## src/rtl/imem_arbiter_pkg.sv

```systemverilog
// Shared definitions for the instruction-memory arbiter: FSM state
// encoding, port identifiers, default memory depth and a range helper.
package imem_arbiter_pkg;

    typedef enum logic [1:0] {
        IDLE    = 2'd0,
        G_FETCH = 2'd1,
        G_LOAD  = 2'd2
    } state_t;

    typedef enum logic {
        FETCH  = 1'b0,
        LOADER = 1'b1
    } port_t;

    localparam int DEPTH_DEFAULT = 64;

    // True when a word address falls inside a memory of 'depth' words.
    function automatic logic addr_in_range(input logic [15:0] addr, input int depth);
        return int'({16'd0, addr}) < depth;
    endfunction

endpackage

```

## src/rtl/imem_arbiter_if.sv

```systemverilog
// Bundle of the fetch port, loader port and memory-side signals.
// The arbiter uses the slave view; the environment (requesters plus the
// memory itself) uses the master view.
interface imem_arbiter_if;

    logic        f_req;
    logic [15:0] f_addr;
    logic        f_ack;
    logic [31:0] f_rdata;
    logic        f_err;

    logic        l_req;
    logic [15:0] l_addr;
    logic [31:0] l_wdata;
    logic        l_ack;
    logic        l_err;

    logic        mem_write;
    logic [15:0] mem_addr;
    logic [31:0] mem_datain;
    logic [31:0] mem_dataout;

    logic [15:0] load_count;

    modport slave (
        input  f_req, f_addr, l_req, l_addr, l_wdata, mem_dataout,
        output f_ack, f_rdata, f_err, l_ack, l_err,
               mem_write, mem_addr, mem_datain, load_count
    );

    modport master (
        output f_req, f_addr, l_req, l_addr, l_wdata, mem_dataout,
        input  f_ack, f_rdata, f_err, l_ack, l_err,
               mem_write, mem_addr, mem_datain, load_count
    );

endinterface

```

## src/rtl/imem_arbiter_rr_arb2.sv

```systemverilog
// Two-way round-robin selector: with both requests eligible the port that
// was not granted most recently wins; otherwise the lone requester wins.
// The output is a don't-care when neither request is eligible.
module rr_arb2
    import imem_arbiter_pkg::*;
(
    input  logic  req_fetch,
    input  logic  req_loader,
    input  port_t last_grant,
    output port_t winner
);

    // Pick the winner from the eligible requests and the last grant.
    always_comb begin
        winner = LOADER;
        if (req_fetch && req_loader) begin
            winner = (last_grant == LOADER) ? FETCH : LOADER;
        end else if (req_fetch) begin
            winner = FETCH;
        end
    end

endmodule

```

## src/rtl/imem_arbiter.sv

```systemverilog
// Arbiter sharing one single-port instruction memory between a fetch
// (read) port and a loader (write) port. Each grant lasts one cycle and
// is acknowledged in the following cycle; out-of-range accesses complete
// with the same timing but flag an error and never touch the memory.
module imem_arbiter
    import imem_arbiter_pkg::*;
#(
    parameter int DEPTH = DEPTH_DEFAULT
) (
    input  logic           clk,
    input  logic           reset,
    imem_arbiter_if.slave  bus
);

    state_t      state_q, state_d;
    port_t       last_q, last_d;
    logic [15:0] addr_q, addr_d;
    logic [31:0] wdata_q, wdata_d;
    logic        f_ack_q, f_ack_d;
    logic        f_err_q, f_err_d;
    logic [31:0] f_rdata_q, f_rdata_d;
    logic        l_ack_q, l_ack_d;
    logic        l_err_q, l_err_d;
    logic [15:0] load_count_q, load_count_d;

    logic        f_elig;
    logic        l_elig;
    logic        addr_ok;
    port_t       winner;

    // A port being served this cycle, or acked this cycle, still shows its
    // held request; it must not be considered again or it would be served
    // twice.
    assign f_elig  = bus.f_req && !f_ack_q && (state_q != G_FETCH);
    assign l_elig  = bus.l_req && !l_ack_q && (state_q != G_LOAD);
    assign addr_ok = addr_in_range(addr_q, DEPTH);

    rr_arb2 u_rr (
        .req_fetch  (f_elig),
        .req_loader (l_elig),
        .last_grant (last_q),
        .winner     (winner)
    );

    // Next-state logic: complete the current grant and arbitrate the next one.
    always_comb begin
        state_d      = IDLE;
        last_d       = last_q;
        addr_d       = addr_q;
        wdata_d      = wdata_q;
        f_ack_d      = 1'b0;
        l_ack_d      = 1'b0;
        f_err_d      = f_err_q;
        l_err_d      = l_err_q;
        f_rdata_d    = f_rdata_q;
        load_count_d = load_count_q;

        case (state_q)
            G_FETCH: begin
                f_ack_d   = 1'b1;
                f_err_d   = !addr_ok;
                f_rdata_d = addr_ok ? bus.mem_dataout : 32'd0;
            end
            G_LOAD: begin
                l_ack_d = 1'b1;
                l_err_d = !addr_ok;
            end
            default: ;
        endcase

        if (f_elig || l_elig) begin
            last_d = winner;
            if (winner == FETCH) begin
                state_d = G_FETCH;
                addr_d  = bus.f_addr;
            end else begin
                state_d = G_LOAD;
                addr_d  = bus.l_addr;
                wdata_d = bus.l_wdata;
                if (addr_in_range(bus.l_addr, DEPTH) && (load_count_q != 16'hFFFF)) begin
                    load_count_d = load_count_q + 16'd1;
                end
            end
        end
    end

    // State register; reset drops any grant in flight without an ack.
    always_ff @(posedge clk) begin
        if (reset) begin
            state_q      <= IDLE;
            last_q       <= LOADER;
            addr_q       <= '0;
            wdata_q      <= '0;
            f_ack_q      <= 1'b0;
            f_err_q      <= 1'b0;
            f_rdata_q    <= '0;
            l_ack_q      <= 1'b0;
            l_err_q      <= 1'b0;
            load_count_q <= '0;
        end else begin
            state_q      <= state_d;
            last_q       <= last_d;
            addr_q       <= addr_d;
            wdata_q      <= wdata_d;
            f_ack_q      <= f_ack_d;
            f_err_q      <= f_err_d;
            f_rdata_q    <= f_rdata_d;
            l_ack_q      <= l_ack_d;
            l_err_q      <= l_err_d;
            load_count_q <= load_count_d;
        end
    end

    // The write strobe is gated by reset directly so a reset landing in a
    // load grant cycle suppresses the write in that same cycle.
    assign bus.mem_write  = (state_q == G_LOAD) && addr_ok && !reset;
    assign bus.mem_addr   = addr_q;
    assign bus.mem_datain = wdata_q;
    assign bus.f_ack      = f_ack_q;
    assign bus.f_err      = f_err_q;
    assign bus.f_rdata    = f_rdata_q;
    assign bus.l_ack      = l_ack_q;
    assign bus.l_err      = l_err_q;
    assign bus.load_count = load_count_q;

endmodule

```

## src/flat_wrapper.sv

```systemverilog
// flat-port wrapper written by rule: the top's interface ports become plain ports
module imem_arbiter_flat import imem_arbiter_pkg::*;
#(
    parameter int DEPTH = DEPTH_DEFAULT
)
  (clk, reset, bus_f_req, bus_f_addr, bus_l_req, bus_l_addr, bus_l_wdata, bus_mem_dataout, bus_f_ack, bus_f_rdata, bus_f_err, bus_l_ack, bus_l_err, bus_mem_write, bus_mem_addr, bus_mem_datain, bus_load_count);
  imem_arbiter_if bus_i ();
  input  logic clk;
  input  logic reset;
  input wire logic [$bits(bus_i.f_req)-1:0] bus_f_req;
  input wire logic [$bits(bus_i.f_addr)-1:0] bus_f_addr;
  input wire logic [$bits(bus_i.l_req)-1:0] bus_l_req;
  input wire logic [$bits(bus_i.l_addr)-1:0] bus_l_addr;
  input wire logic [$bits(bus_i.l_wdata)-1:0] bus_l_wdata;
  input wire logic [$bits(bus_i.mem_dataout)-1:0] bus_mem_dataout;
  output wire logic [$bits(bus_i.f_ack)-1:0] bus_f_ack;
  output wire logic [$bits(bus_i.f_rdata)-1:0] bus_f_rdata;
  output wire logic [$bits(bus_i.f_err)-1:0] bus_f_err;
  output wire logic [$bits(bus_i.l_ack)-1:0] bus_l_ack;
  output wire logic [$bits(bus_i.l_err)-1:0] bus_l_err;
  output wire logic [$bits(bus_i.mem_write)-1:0] bus_mem_write;
  output wire logic [$bits(bus_i.mem_addr)-1:0] bus_mem_addr;
  output wire logic [$bits(bus_i.mem_datain)-1:0] bus_mem_datain;
  output wire logic [$bits(bus_i.load_count)-1:0] bus_load_count;
  assign bus_i.f_req = bus_f_req;
  assign bus_i.f_addr = bus_f_addr;
  assign bus_i.l_req = bus_l_req;
  assign bus_i.l_addr = bus_l_addr;
  assign bus_i.l_wdata = bus_l_wdata;
  assign bus_i.mem_dataout = bus_mem_dataout;
  assign bus_f_ack = bus_i.f_ack;
  assign bus_f_rdata = bus_i.f_rdata;
  assign bus_f_err = bus_i.f_err;
  assign bus_l_ack = bus_i.l_ack;
  assign bus_l_err = bus_i.l_err;
  assign bus_mem_write = bus_i.mem_write;
  assign bus_mem_addr = bus_i.mem_addr;
  assign bus_mem_datain = bus_i.mem_datain;
  assign bus_load_count = bus_i.load_count;
  imem_arbiter #(.DEPTH(DEPTH)) u_core (.clk(clk), .reset(reset), .bus(bus_i));
endmodule
```

## config.mk

```make
export PLATFORM = sky130hd
export DESIGN_NAME = imem_arbiter_flat
export DESIGN_NICKNAME = d
export VERILOG_FILES = /design/src/rtl/imem_arbiter_pkg.sv /design/src/rtl/imem_arbiter_if.sv /design/src/rtl/imem_arbiter_rr_arb2.sv /design/src/rtl/imem_arbiter.sv /design/src/flat_wrapper.sv
export SDC_FILE = /design/constraint.sdc
export NUM_CORES = 1
export LEC_CHECK = 0
export BUFFER_PORTS_ARGS = -buffer_cell sky130_fd_sc_hd__buf_2
export CAP_MARGIN = 20
export CORE_MARGIN = 3
export CORE_UTILIZATION = 48
export DETAILED_ROUTE_END_ITERATION = 10
export PLACE_DENSITY = 0.82
export SLEW_MARGIN = 5
export SYNTH_ARGS = -nofsm -noshare
export SYNTH_HDL_FRONTEND = slang
export SYNTH_SLANG_ARGS = --single-unit
```

## constraint.sdc

```tcl
create_clock -name clk -period 3 [get_ports clk]
set_clock_uncertainty 0.1 [all_clocks]
set_input_delay 0.45 -clock clk [delete_from_list [all_inputs] [get_ports clk]]
set_output_delay 0.45 -clock clk [all_outputs]
set_load 0.01 [all_outputs]
```

==> results.md <==
- Number of DRC markers in iteration 0: around 110
- DPL Wire Length: around 8000 um
- Vias post-DR: 3593
- CP Capture Type: flip-flop
- Core area: 7520 um^2
- Post-synth EDFFs: 0
- Root Buffer: clkbuf_8
- Mean Syn Cell Area: 10.4 um^2
- Max cap viols: 0
- Total gr overflow: 0
- Hold path start: bus_l_wdata[3]
- Total iterations of the first detailed-routing run: 5
- Antenna Nets Post-Route: 0
- CTS-repair resized insts: 0
- Main synth FF type: dfxtp_1
- Final WL: ~10000 um
- Setup violators final: 0
- DRC errors left: 0
- Switch share: between 20% and 30%
- Async SR Flop Fraction: 0%
- Final hold slack: about 0.21 ns
- Max Fclk: 0.471 GHz
- CTS sink cnt: about 100
- Internal power: between 1500 and 2000 uW
- Critical Path RT: 3.16 ns
- Initial core utilization: between 50% and 60%
- Height of the die: about 95 um
- Mapped Nets: about 470
- R2r startpoint: u_core.bus.load_count[4]
- Clk pwr share: 28.7%
- Worst slew margin: roughly two thirds
- Setup crit start kind: input pin
- Pwr Density: 529 nW/um^2
- Leak: approximately 0.0024 uW
- Post-CTS setup buffers: 0
- Min-delay worst type: in2reg
- Tmin final: ~2.1 ns
- Synth unique cells: slightly above 40
- Die ar.: just over 9000 um^2
- First-pass GRT wire length: between 15000 and 20000 um
- Critical Path AT: between 2 and 2.5 ns
- Vias in the first global route: 3448
- Footprint of the multi-input gates: 1640 um^2
- Hold Buf Count CTS: 0
- TritonCTS buffer count: 9
- Synth Instances: 370
- Hold Violations, Final: 0
- RSZ-0062 raised after global routing: no
- Routed len/inst: 15.5 um
- Worst VDD drop: 0.361 mV
- P_sw: roughly 730 uW
- Commonest cells after routing, fill and taps aside: buf_2, dfxtp_1, nor2_1
- Later-pin clock latency in the skew report: around 0.35 ns
- Crit-path max FO: 7
- Post-Layout Cell Count: 668
- Fin crit share: about 70%
- #FFs+latches synth: slightly above 100
- Setup TNS: 0 ns
- Share of cells above drive strength 1: approximately 41%
- Bufs on Longest Clock Path: 2
- Flop pwr share: a little under three fifths
- # IOs: roughly 200
- Sequential fraction of the synthesis area: between 50% and 60%
- Nets: 665
- Most common cell after layout, fill and taps aside: buf_2
- Die Span X: approximately 95 um
- Post-Place Cells: around 650
- CTS tree: yes
- Total Power: about 2700 uW
- GRT Total Usage: about 22%
- Vias per inst: 5.38
- Syn. warnings: 0
- Antenna violations before repair: 0
- Slew Viols, Final: 0
- Htree depth: 3
- Mapped cell area: slightly below 4000 um^2
- FF+latch area: 2060 um^2
- Row Count: 31
- Slew @ Worst Pin: approximately 0.52 ns
- # diodes: 0
- Crit path launch: bus_l_addr[14]
- I/O Buffers: 200
- Crit Path Class: in2reg
- Fillcell total: between 600 and 700
- Logic pwr share: about 16%
- Area Growth Syn to Fin: 32.5%
- Clock-pin transition on the worst setup and hold timing paths: 0.10 ns
- Final Worst Setup Slack: between 0.8 and 0.9 ns
- GP Congestion: roughly 0.8
- Status: completed
- Dpl ws: around 0.55 ns
- Largest net degree at the start of global routing: 36
[worst paths after layout]
path                          endpoint  slack [ns]  depth (start not counted)
max reg2reg   u_core.bus.load_count[1]        0.90                          6
min reg2reg           u_core.bus.l_err        0.35                          2
min           u_core.bus.mem_datain[3]        0.21                          2
max          u_core.bus.load_count[11]        0.88                          6
[metrics by stage]
stage          util, %  cell area [um^2]
5_1_grt           67.6              5090
2_1_floorplan        -              3840
4_1_cts           67.5              5080
3_3_place_gp      64.9              4880
3_5_place_dp      65.3              4910
6_report          67.6              5090
[per-layer routing]
metal	part of all wire [%]	up-vias	track usage [%]
met5	0	-	0
met4	2.2	0	8.53
met3	8.0	20	7.81
met2	51	143	38.4
met1	39	1657	24.3
li1	-	1773	-
[sequential cells by signal, summed over array words and instances, names as in the netlist]
register and count:
u_core.bus.f_rdata 32, u_core.bus.mem_datain 32, u_core.bus.load_count 16, u_core.bus.mem_addr 16, u_core.state_q 2, u_core.bus.f_ack 1, u_core.bus.f_err 1, u_core.bus.l_ack 1
u_core.bus.l_err 1, u_core.last_q 1
[synthesized netlist by cell type (all sizes together), types with 2 or more instances]
cell type / number / area, um^2
dfxtp: 103 / 2060
nor2: 46 / 173
a22oi: 33 / 248
a22o: 32 / 280
clkbuf: 17 / 73.8
mux2i: 17 / 170
o2bb2ai: 16 / 140
a21oi: 12 / 60.1
o21ai: 11 / 55.1
or3: 11 / 68.8
buf: 9 / 70.1
nand3: 9 / 45.0
nand2: 8 / 30.0
nand4: 7 / 43.8
or4: 5 / 41.3
nand2b: 4 / 25.0
nor2b: 4 / 25.0
nor3: 3 / 15.0
nor4: 3 / 33.8
and2b: 2 / 17.5
and3: 2 / 12.5
and4: 2 / 17.5
xor2: 2 / 17.5
[critical path, stage by stage]
cell,delay [ns]
buf_2,0.10
or4_4,0.54
nor4_4,0.32
nand4_1,0.29
or3_1,0.39
a21oi_1,0.19
[power groups by stage]
stage	clock network, uW	registers [uW]	logic, uW
floorplan	0	1570	191
global placement	0	1530	405
detailed placement	0	1530	424
CTS	796	1500	425
global route	855	1510	461
finish	772	1500	422
[area by class of cell]
type	instances	share of cell area (%)
clock buffers	11	2.58
clock inverters	5	0.787
inverters	1	0.0737
multi-input cells	240	32.2
flip-flops and latches	103	40.5
well taps	99	2.43
repair buffers	209	21.4
[kinds of logic after synthesis]
kind of cell	count (synthesis)	synth area share, %
flip-flops	103	53.7
buffers and inverters	27	3.84
AND/OR/NAND/NOR	109	14.8
AO/OA/AOI/OAI	110	22.1
multiplexers	18	4.72
XOR/XNOR	2	0.456
adder cells (fa/ha/maj)	1	0.326
No activity file was read; power rests on OpenSTA's default activity.
